--- config.mk ---
export PLATFORM = sky130hd
export DESIGN_NAME = uart_rx_fifo_flat
export DESIGN_NICKNAME = d
export VERILOG_FILES = /design/src/rtl/uart_pkg.sv /design/src/rtl/uart_rx_fifo_if.sv /design/src/rtl/uart_sync_fifo.sv /design/src/rtl/uart_rx_fifo.sv /design/src/flat_wrapper.sv
export SDC_FILE = /design/constraint.sdc
export NUM_CORES = 1
export LEC_CHECK = 0
export ABC_AREA = 1
export CELL_PAD_IN_SITES_DETAIL_PLACEMENT = 1
export CELL_PAD_IN_SITES_GLOBAL_PLACEMENT = 1
export CORE_MARGIN = 8
export CORE_UTILIZATION = 52
export DETAILED_ROUTE_END_ITERATION = 6
export PLACE_DENSITY = 0.89
export SETUP_SLACK_MARGIN = 0.02
export SYNTH_ARGS = -nofsm -noshare
export SYNTH_HDL_FRONTEND = slang
export SYNTH_SLANG_ARGS = --single-unit
--- constraint.sdc ---
create_clock -name clk -period 5.42 [get_ports clk]
set_input_delay 1.084 -clock clk [delete_from_list [all_inputs] [get_ports clk]]
set_output_delay 1.084 -clock clk [all_outputs]
set_load 0.1 [all_outputs]
--- src/rtl/uart_pkg.sv ---
// Shared types and default constants for the UART receive path.
//   rx_fifo_state_t    : capture FSM states used by uart_rx_fifo
//   UART_DATA_LEN      : default byte width
//   UART_RX_FIFO_DEPTH : default receive FIFO depth (power of two, >= 2)
package uart_pkg;

    localparam int UART_DATA_LEN      = 8;
    localparam int UART_RX_FIFO_DEPTH = 16;

    typedef enum logic [1:0] {
        IDLE     = 2'd0,
        ACK      = 2'd1,
        WAIT_CLR = 2'd2
    } rx_fifo_state_t;

endpackage

--- src/rtl/uart_rx_fifo_if.sv ---
// Handshake bundle between the UART receiver, the receive FIFO and the
// system-side consumer.
//   rx_data / rx_data_ready / rx_overwritten / rx_parity_error : receiver side
//   rx_data_readed                                            : ack to receiver
//   out_data / out_valid / out_ready                          : FWFT consumer side
//   out_perr : parity tag of out_data (only with UART_RX_FIFO_PERR_TAG_EN)
// Modports: slave = the FIFO block, master = receiver + consumer environment.
interface uart_rx_fifo_if #(
    parameter int DATA_LEN = 8
);
    logic [DATA_LEN-1:0] rx_data;
    logic                rx_data_ready;
    logic                rx_overwritten;
    logic                rx_parity_error;
    logic                rx_data_readed;
    logic [DATA_LEN-1:0] out_data;
    logic                out_valid;
    logic                out_ready;
`ifdef UART_RX_FIFO_PERR_TAG_EN
    logic                out_perr;
`endif

    modport slave (
        input  rx_data,
        input  rx_data_ready,
        input  rx_overwritten,
        input  rx_parity_error,
        output rx_data_readed,
        output out_data,
        output out_valid,
`ifdef UART_RX_FIFO_PERR_TAG_EN
        output out_perr,
`endif
        input  out_ready
    );

    modport master (
        output rx_data,
        output rx_data_ready,
        output rx_overwritten,
        output rx_parity_error,
        input  rx_data_readed,
        input  out_data,
        input  out_valid,
`ifdef UART_RX_FIFO_PERR_TAG_EN
        input  out_perr,
`endif
        output out_ready
    );

endinterface

--- src/rtl/uart_sync_fifo.sv ---
// Single-clock first-word-fall-through FIFO.
//   clk, rst (sync, active-low)
//   push/wr_data : write request, ignored while full
//   pop/rd_data  : read request, ignored while empty; rd_data is the head,
//                  forced to zero while empty
//   full, empty, level (0..DEPTH)
// Pointers wrap modulo DEPTH; occupancy is kept in its own counter so that
// full and empty are unambiguous without an extra pointer bit.
module uart_sync_fifo #(
    parameter  int WIDTH  = 8,
    parameter  int DEPTH  = 16,
    localparam int ADDR_W = $clog2(DEPTH)
) (
    input  logic             clk,
    input  logic             rst,
    input  logic             push,
    input  logic [WIDTH-1:0] wr_data,
    input  logic             pop,
    output logic [WIDTH-1:0] rd_data,
    output logic             full,
    output logic             empty,
    output logic [ADDR_W:0]  level
);

    logic [WIDTH-1:0]  mem [DEPTH];
    logic [ADDR_W-1:0] wr_ptr;
    logic [ADDR_W-1:0] rd_ptr;
    logic              do_push;
    logic              do_pop;

    assign full    = (level == (ADDR_W+1)'(DEPTH));
    assign empty   = (level == '0);
    // Legality is judged on the pre-edge level: a full FIFO refuses a
    // write even when a pop happens in the same cycle.
    assign do_push = push & ~full;
    assign do_pop  = pop & ~empty;

    assign rd_data = empty ? '0 : mem[rd_ptr];

    always_ff @(posedge clk) begin
        if (!rst) begin
            wr_ptr <= '0;
            rd_ptr <= '0;
            level  <= '0;
        end else begin
            if (do_push) begin
                wr_ptr <= wr_ptr + 1'b1;
            end
            if (do_pop) begin
                rd_ptr <= rd_ptr + 1'b1;
            end
            case ({do_push, do_pop})
                2'b10:   level <= level + 1'b1;
                2'b01:   level <= level - 1'b1;
                default: level <= level;
            endcase
        end
    end

    // Storage is not reset; contents are only observable while non-empty.
    always_ff @(posedge clk) begin
        if (do_push) begin
            mem[wr_ptr] <= wr_data;
        end
    end

endmodule

--- src/rtl/uart_rx_fifo.sv ---
// Receive FIFO stage behind the UART receiver's holding register.
// Captures one byte per rx_data_ready assertion, acknowledges it with a
// one-cycle rx_data_readed pulse, buffers it, and presents the head on a
// first-word-fall-through valid/ready port. Tracks receiver overruns in a
// sticky overflow flag.
//   clk, rst (sync, active-low)
//   bus            : uart_rx_fifo_if.slave (receiver and consumer handshakes)
//   level          : FIFO occupancy, 0..DEPTH
//   overflow       : sticky, set by rx_overwritten
//   clear_overflow : clears overflow; a simultaneous set wins
// Optional build macro UART_RX_FIFO_PERR_TAG_EN: store rx_parity_error with
// each byte and present it on bus.out_perr.
//
// Capture FSM:
//   state    | meaning
//   IDLE     | waiting for rx_data_ready with room in the FIFO; captures
//   ACK      | byte written last edge; rx_data_readed high this cycle
//   WAIT_CLR | waiting for rx_data_ready to drop before the next capture
module uart_rx_fifo
    import uart_pkg::*;
#(
    parameter  int DATA_LEN = UART_DATA_LEN,
    parameter  int DEPTH    = UART_RX_FIFO_DEPTH,
    localparam int ADDR_W   = $clog2(DEPTH)
) (
    input  logic            clk,
    input  logic            rst,
    uart_rx_fifo_if.slave   bus,
    output logic [ADDR_W:0] level,
    output logic            overflow,
    input  logic            clear_overflow
);

`ifdef UART_RX_FIFO_PERR_TAG_EN
    localparam int WIDTH = DATA_LEN + 1;
`else
    localparam int WIDTH = DATA_LEN;
`endif

    rx_fifo_state_t   state;
    logic             readed_q;
    logic             push;
    logic             full;
    logic             empty;
    logic [WIDTH-1:0] wr_data;
    logic [WIDTH-1:0] rd_data;

`ifdef UART_RX_FIFO_PERR_TAG_EN
    assign wr_data      = {bus.rx_parity_error, bus.rx_data};
    assign bus.out_data = rd_data[DATA_LEN-1:0];
    assign bus.out_perr = rd_data[DATA_LEN];
`else
    logic unused_perr;
    assign unused_perr  = bus.rx_parity_error;
    assign wr_data      = bus.rx_data;
    assign bus.out_data = rd_data;
`endif

    assign push               = (state == IDLE) && bus.rx_data_ready && !full;
    assign bus.out_valid      = !empty;
    assign bus.rx_data_readed = readed_q;

    uart_sync_fifo #(
        .WIDTH (WIDTH),
        .DEPTH (DEPTH)
    ) u_fifo (
        .clk     (clk),
        .rst     (rst),
        .push    (push),
        .wr_data (wr_data),
        .pop     (bus.out_ready),
        .rd_data (rd_data),
        .full    (full),
        .empty   (empty),
        .level   (level)
    );

    always_ff @(posedge clk) begin
        if (!rst) begin
            state    <= IDLE;
            readed_q <= 1'b0;
        end else begin
            readed_q <= 1'b0;
            case (state)
                IDLE: begin
                    if (push) begin
                        state    <= ACK;
                        readed_q <= 1'b1;
                    end
                end
                ACK: begin
                    state <= WAIT_CLR;
                end
                WAIT_CLR: begin
                    // Holding here until ready drops keeps a still-asserted
                    // ready from being captured a second time.
                    if (!bus.rx_data_ready) begin
                        state <= IDLE;
                    end
                end
                default: begin
                    state <= IDLE;
                end
            endcase
        end
    end

    always_ff @(posedge clk) begin
        if (!rst) begin
            overflow <= 1'b0;
        end else if (bus.rx_overwritten) begin
            overflow <= 1'b1;
        end else if (clear_overflow) begin
            overflow <= 1'b0;
        end
    end

endmodule

--- src/flat_wrapper.sv ---
// flat-port wrapper written by rule: the top's interface ports become plain ports
module uart_rx_fifo_flat import uart_pkg::*;
#(
    parameter  int DATA_LEN = UART_DATA_LEN,
    parameter  int DEPTH    = UART_RX_FIFO_DEPTH,
    localparam int ADDR_W   = $clog2(DEPTH)
)
  (clk, rst, level, overflow, clear_overflow, bus_rx_data, bus_rx_data_ready, bus_rx_overwritten, bus_rx_parity_error, bus_rx_data_readed, bus_out_data, bus_out_valid, bus_out_ready);
  uart_rx_fifo_if #(.DATA_LEN(DATA_LEN)) bus_i ();
  input  logic clk;
  input  logic rst;
  output logic [ADDR_W:0] level;
  output logic overflow;
  input  logic clear_overflow;
  input wire logic [$bits(bus_i.rx_data)-1:0] bus_rx_data;
  input wire logic [$bits(bus_i.rx_data_ready)-1:0] bus_rx_data_ready;
  input wire logic [$bits(bus_i.rx_overwritten)-1:0] bus_rx_overwritten;
  input wire logic [$bits(bus_i.rx_parity_error)-1:0] bus_rx_parity_error;
  output wire logic [$bits(bus_i.rx_data_readed)-1:0] bus_rx_data_readed;
  output wire logic [$bits(bus_i.out_data)-1:0] bus_out_data;
  output wire logic [$bits(bus_i.out_valid)-1:0] bus_out_valid;
  input wire logic [$bits(bus_i.out_ready)-1:0] bus_out_ready;
  assign bus_i.rx_data = bus_rx_data;
  assign bus_i.rx_data_ready = bus_rx_data_ready;
  assign bus_i.rx_overwritten = bus_rx_overwritten;
  assign bus_i.rx_parity_error = bus_rx_parity_error;
  assign bus_rx_data_readed = bus_i.rx_data_readed;
  assign bus_out_data = bus_i.out_data;
  assign bus_out_valid = bus_i.out_valid;
  assign bus_i.out_ready = bus_out_ready;
  uart_rx_fifo #(.DATA_LEN(DATA_LEN), .DEPTH(DEPTH)) u_core (.clk(clk), .rst(rst), .bus(bus_i), .level(level), .overflow(overflow), .clear_overflow(clear_overflow));
endmodule
==> results of run 1 <==
[layer usage]
metal	vias to the layer above	wire [µm]
li1	1878	-
met1	2137	6400
met2	156	8360
met3	26	937
met4	0	312
met5	-	0
[critical path: stages, from the launching register on]
cell and delay (ns):
dfxtp_2 0.71, buf_4 0.32, o21ai_0 0.15, o221ai_1 0.24, nand3_1 0.15, a21oi_1 0.23
clkdlybuf4s50_1 1.16
[cell families (layout without fill, tap and decap cells)]
family / count (synthesis) / after routing / share of synthesized area
AOI/OAI and AO/OA: 126 / 126 / 0.121
and+or+nand+nor: 166 / 166 / 0.117
adders and majority gates: 7 / 7 / 0.0144
xor gates and xnor gates: 6 / 6 / 0.00866
buffers and inverters: 50 / 93 / 0.0361
DFF: 149 / 149 / 0.703
[layout by cell type (no fill, tap or decap)]
cell type,Yosys,final
nand2_1,20,20
dfxtp_1,21,20
o221ai_1,22,22
clkinv_1,1,6
inv_4,3,3
clkinvlp_4,0,3
xnor2_1,1,1
nand3_1,16,16
o22ai_1,10,10
o21a_1,1,1
clkdlybuf4s50_1,0,22
xor2_1,5,5
edfxtp_1,128,128
bufinv_16,0,2
nor2_2,1,1
nand2_4,2,2
nand2_2,2,2
nor3_1,2,2
nand4_1,2,2
a21oi_1,15,15
buf_4,2,15
nand3_2,4,4
nor2_1,115,115
o21ai_2,1,1
inv_1,21,21
clkbuf_16,0,17
dfxtp_2,0,1
o21ai_0,72,72
o21ai_1,4,4
clkinv_2,0,3
nor3b_1,1,1
ha_1,7,7
clkbuf_1,10,1
nor2_4,1,1
a21oi_2,1,1
[cell type report]
| class | instances | share of cell area |
|---|---|---|
| clock inverters | 13 | 0.0166 |
| well taps | 143 | 0.0255 |
| clock buffers | 18 | 0.0612 |
| repair buffers | 37 | 0.0475 |
| multi-input cells | 305 | 0.226 |
| flip-flops and latches | 149 | 0.609 |
| inverters | 25 | 0.0145 |
[metrics by stage]
stage               area, µm²  hold WS (ns)  setup WS (ns)
global placement         6460         0.472           1.53
floorplan                6070         0.457          0.922
global route             7010         0.540          0.785
CTS                      7010         0.508          0.908
finish                   7010         0.503          0.936
detailed placement       6460         0.493           1.40
[power by group]
group | internal [µW] | switching, µW | total, µW
Combinational | 348 | 1150 | 1500
Sequential | 1310 | 72.4 | 1380
Clock | 663 | 442 | 1100
Total | 2320 | 1670 | 3990
[state kept, by name (all words and copies together), names as in the netlist, named ones only]
signal and flops:
u_core.bus.rx_data_readed 1, u_core.overflow 1, u_core.state 2, u_core.u_fifo.level 5
u_core.u_fifo.mem 128, u_core.u_fifo.rd_ptr 4, u_core.u_fifo.wr_ptr 4
[worst max-delay path by stage]
stage                           startpoint         endpoint  cells past startpoint
finish                           flip-flop  bus_out_data[2]                      6
floorplan           u_core.u_fifo.level[2]  bus_out_data[0]                      4
detailed placement               flip-flop  bus_out_data[2]                      6
CTS                              flip-flop  bus_out_data[2]                      6
global placement                 flip-flop  bus_out_data[2]                      6
global route                     flip-flop  bus_out_data[2]                      6
==> flow_summary_export.csv, run 1 <==
group,metric,value,unit
grt,grt_pass1_wl,24600,µm
layout,seq_area,0.00427,mm²
sta,fin_setup_tns,0,ns
setup_path,cp_max_fo,27,
power_and_ir_drop,vdd_drop_max,617,µV
logic_synthesis,synthArstFlopShare,0,
drt,finalWirelength,16000,µm
floorplan,core-area,0.0114,mm²
drt,drt_iter0_drc,388,
grt,antenna_found_initial,0,
clocking,clkSinkCount,149,
grt,grtUsageMet3,0.0580,
place,gp_congestion,0.795,
hold_path,hold_start,"u_core.overflow",
logic_synthesis,synth_cell_types,31,
clocking,clockBufferDepth,2,
layout,multiInputGateArea,0.00159,mm²
place,port_buffers,29,
clocking,hold_buffers,0,
clocking,post-cts-setup-buffers,0,
setup_path,r2r_cells,6,
grt,grt_max_degree,51,
drt,drtAntennaViolNets,0,
floorplan,row_count,39,
drt,drc,0,
setup_path,regToRegStartpoint,"u_core.u_fifo.level[1]",
logic_synthesis,synth_top_flop_cell,"edfxtp_1",
sta,period_share,0.827,
grt,grt_util_met2,0.387,
layout,drive_gt1_frac,0.102,
sta,finalCriticalPeriod,4.48,ns
layout,fin_util,0.614,
logic_synthesis,synth_top_area_share,0.633,
clocking,cts_resized,0,
sta,hold_violations,0,
clocking,clk_pin_slew,0.05,ns
setup_path,startpoint_type,"flip-flop",
floorplan,die-area,0.0154,mm²
drt,via_per_inst,6.08,
flow_run,maxCapViolations,0,
status,status,"complete, no violations",
layout,layout.nets,557,
layout,fillers,1192,
floorplan,fp.dieW,124,µm
hold_path,min_delay_path_depth,2,
logic_synthesis,yosysSeqAreaShare,0.703,
layout,areaGrowthSynthToFinish,15.5,%
clocking,numCtsBuffers,17,
power_and_ir_drop,p_per_area,569,mW/mm²
sta,fmax,0.223,GHz
grt,grtUsageMet1,0.249,
setup_path,worstReg2RegEnd,"u_core.u_fifo.mem[3][3]",
grt,gr-max-usage-layer,"met2",
layout,n_antenna_cell,0,
setup_path,r2r_slack,3.18,ns
sta,slew_headroom,0.295,
place,hpwl,10100,µm
drt,wire_per_inst,23.2,µm
place,placedCellCount,659,
hold_path,whs_endpoint,"u_core.overflow",
drt,dr_total_vias,4197,
logic_synthesis,synth.most_common_cell,"edfxtp_1",
logic_synthesis,syn_area_per_cell,12.0,µm²
floorplan,start_util,0.531,
grt,gr-usage-all-layers,0.221,
clocking,cts_tree,"built",
hold_path,hold_path.class,"reg2reg",
sta,drv_slew,0,
setup_path,end_kind,"output pin",
power_and_ir_drop,power.leakage,0.00241,µW
logic_synthesis,synth_seq_cells,149,
logic_synthesis,yosysTopAreaCell,"edfxtp_1",
setup_path,worst_ep_required_time,4.34,ns
floorplan,io_pins,31,
logic_synthesis,syn_nets,526,
logic_synthesis,yosys-top-cells-area,"edfxtp_1, nor2_1, dfxtp_1",
grt,grt_pass1_vias,4508,
drt,drtPass1Iterations,4,
logic_synthesis,synth_cells,504,
sta,worstMarginPinSlew,1.05,ns
floorplan,die_y,124,µm
clocking,htree_levels,4,
clocking,cts-root-buf,"clkbuf_16",
logic_synthesis,synth_edf_count,128,
clocking,clock_latency,0.42,ns
setup_path,path_class,"reg2out",
logic_synthesis,yosysWarningCount,0,
sta,rsz0062_at_grt,"no",
setup_path,critPathArrivalTime,3.40,ns
power_and_ir_drop,power,3990,µW
logic_synthesis,synth_area,0.00607,mm²
sta,setup_viol,0,
grt,grt-ovfl-total,0,
logic_synthesis,yosys-top-cells-count,"edfxtp_1, nor2_1, o21ai_0",
sta,clock_skew,0.0150,ns
layout,fin_cells,690,
Power figures use the tool's default switching activity.
==> run 2: changes to the inputs <==
--- a/config.mk
+++ b/config.mk
@@ -9,9 +9,9 @@
 export CELL_PAD_IN_SITES_DETAIL_PLACEMENT = 1
 export CELL_PAD_IN_SITES_GLOBAL_PLACEMENT = 1
 export CORE_MARGIN = 8
-export CORE_UTILIZATION = 52
+export CORE_UTILIZATION = 49
 export DETAILED_ROUTE_END_ITERATION = 6
-export PLACE_DENSITY = 0.89
+export PLACE_DENSITY = 0.84
 export SETUP_SLACK_MARGIN = 0.02
 export SYNTH_ARGS = -nofsm -noshare
 export SYNTH_HDL_FRONTEND = slang
==> constraint.sdc (replaced) <==
create_clock -name clk -period 4.38 [get_ports clk]
set_input_delay 0.876 -clock clk [delete_from_list [all_inputs] [get_ports clk]]
set_output_delay 0.876 -clock clk [all_outputs]
set_load 0.1 [all_outputs]
==> run 2 against run 1 <==
Utilization shrank 2.9 points. Global-route usage decreased by 2.3 points. Non-clock buffer count decreased by 3. Power rose by 25%. Register-to-register slack lost 1.1 ns. Critical path type unchanged.
==> flow_summary_export.csv, run 2 (synthesis results as in run 1) <==
group,metric,value,unit
status,status,"complete, no violations",
setup_path,crit_family,"buffers and inverters",
grt,grt_pass1_vias,4460,
layout,largest_reg_flops,128,
sta,fin_setup_tns,0,ns
drt,dr_total_vias,4094,
setup_path,crit_chain,"inv_4, o21ai_0, o22ai_1, nor2_1, nor2_1, o21ai_0, a21oi_1, buf_4",
layout,fin_cells,713,
power_and_ir_drop,comb_power_share,0.365,
place,port_buffers,29,
clocking,cts_tree,"built",
sta,fmax,0.262,GHz
grt,grt_max_degree,65,
clocking,clkSinkCount,149,
place,hpwl,9620,µm
clocking,clock_latency,0.42,ns
power_and_ir_drop,vdd_drop_max,464,µV
sta,finalCriticalPeriod,3.82,ns
sta,clock_skew,0.00721,ns
place,dpl_cell_area,0.00647,mm²
layout,layout_commonest_cell,"edfxtp_1",
grt,gr-usage-all-layers,0.198,
drt,drtPass1Iterations,5,
power_and_ir_drop,p_int,2930,µW
floorplan,die_y,127,µm
setup_path,slowest_stage,"inv_4",
clocking,htree_levels,4,
power_and_ir_drop,switching_share,0.415,
hold_path,hold_path.class,"reg2reg",
drt,via_per_inst,5.74,
drt,wire_per_inst,21.7,µm
grt,grt-ovfl-total,0,
layout,layout.nets,554,
clocking,hold_buffers,0,
sta,setup_viol,0,
floorplan,core-area,0.0121,mm²
floorplan,fp.dieW,127,µm
setup_path,path_class,"reg2out",
sta,period_share,0.871,
layout,n_antenna_cell,0,
layout,final_cell_mix,"edfxtp_1, nor2_1, o21ai_0",
grt,grt_pass1_wl,23900,µm
power_and_ir_drop,p_per_area,709,mW/mm²
clocking,cts-root-buf,"clkbuf_16",
flow_run,maxCapViolations,0,
sta,hold_violations,0,
drt,drt_iter0_drc,283,
power_and_ir_drop,power,5000,µW
sta,rsz0062_at_grt,"no",
setup_path,critPathArrivalTime,2.94,ns
setup_path,end_kind,"output pin",
clocking,cts_resized,0,
layout,top_register,"u_core.u_fifo.mem",
power_and_ir_drop,pwr-share-clk,0.289,
power_and_ir_drop,power.leakage,0.00241,µW
drt,drc,0,
layout,largestRegisters,"u_core.u_fifo.mem (128), u_core.u_fifo.level (5)",
layout,final_area,0.00706,mm²
sta,drv_slew,0,
grt,antenna_found_initial,0,
drt,finalWirelength,15500,µm
layout,areaGrowthSynthToFinish,16.3,%
floorplan,io_pins,31,
power_and_ir_drop,p_switching,2070,µW
layout,drive_gt1_frac,0.108,
drt,drtAntennaViolNets,0,
clocking,post-cts-setup-buffers,0,
floorplan,die-area,0.0162,mm²
floorplan,start_util,0.503,
place,placedCellCount,681,
setup_path,startpoint_type,"flip-flop",
clocking,clockBufferDepth,2,
sta,hold_slack,0.493,ns
power_and_ir_drop,power_frac_seq,0.346,
place,gp_congestion,0.796,
setup_path,cp_max_fo,64,
setup_path,critPathBufInv,2,
setup_path,slowest_delay,0.58,ns
clocking,clk_pin_slew,0.06,ns
floorplan,row_count,40,
setup_path,worst_ep_required_time,3.50,ns
clocking,numCtsBuffers,17,
sta,worstMarginPinSlew,1.04,ns
sta,slew_headroom,0.307,
-- run 2: path summary, 6_finish.rpt --
| check | startpoint | end | slack (ns) | depth (start not counted) |
|---|---|---|---|---|
| setup / recovery | flip-flop | bus_out_data[5] | 0.56 | 8 |
| hold / removal | u_core.u_fifo.rd_ptr[2] | u_core.u_fifo.rd_ptr[2] | 0.49 | 2 |
| setup reg to reg | u_core.state[0] | u_core.u_fifo.mem[7][1] | 2.13 | 7 |
| hold reg to reg | u_core.u_fifo.rd_ptr[2] | u_core.u_fifo.rd_ptr[2] | 0.49 | 2 |
-- run 2: final cells by class --
type / instances / area, µm²
well taps: 168 / 210
repair buffers: 34 / 308
multi-input cells: 305 / 1590
flip-flops and latches: 149 / 4270
clock buffers: 17 / 425
clock inverters: 15 / 164
inverters: 25 / 101
fillers: 1244 / 5000
-- run 2: layer usage --
metal  GRT usage  wire length, µm  up-vias
li1            -                -     1879
met1       0.221             6270     2069
met2       0.343             7990      117
met3      0.0591              843       29
met4      0.0896              360        0
met5           0                0        -
-- run 2: worst min-delay path, stage by stage (launching register included) --
cell	delay, ns
dfxtp_1	0.32
inv_1	0.07
a21oi_1	0.06
-- run 2: through the flow --
| stage | utilization | setup slack (ns) |
|---|---|---|
| final | 0.585 | 0.565 |
| after global routing | 0.585 | 0.442 |
| after CTS | 0.585 | 0.582 |
| after detailed placement | 0.536 | 1.04 |
| after global placement | 0.536 | 1.25 |
| after floorplan | - | 0.0904 |
-- run 2: power by group through the flow --
| stage | clock network [µW] | registers, µW | logic, µW |
|---|---|---|---|
| final | 1450 | 1730 | 1820 |
| after CTS | 1470 | 1730 | 1830 |
| after global routing | 1510 | 1740 | 1940 |
| after floorplan | 0 | 1870 | 1240 |
| after detailed placement | 0 | 1760 | 1810 |
| after global placement | 0 | 1750 | 1740 |
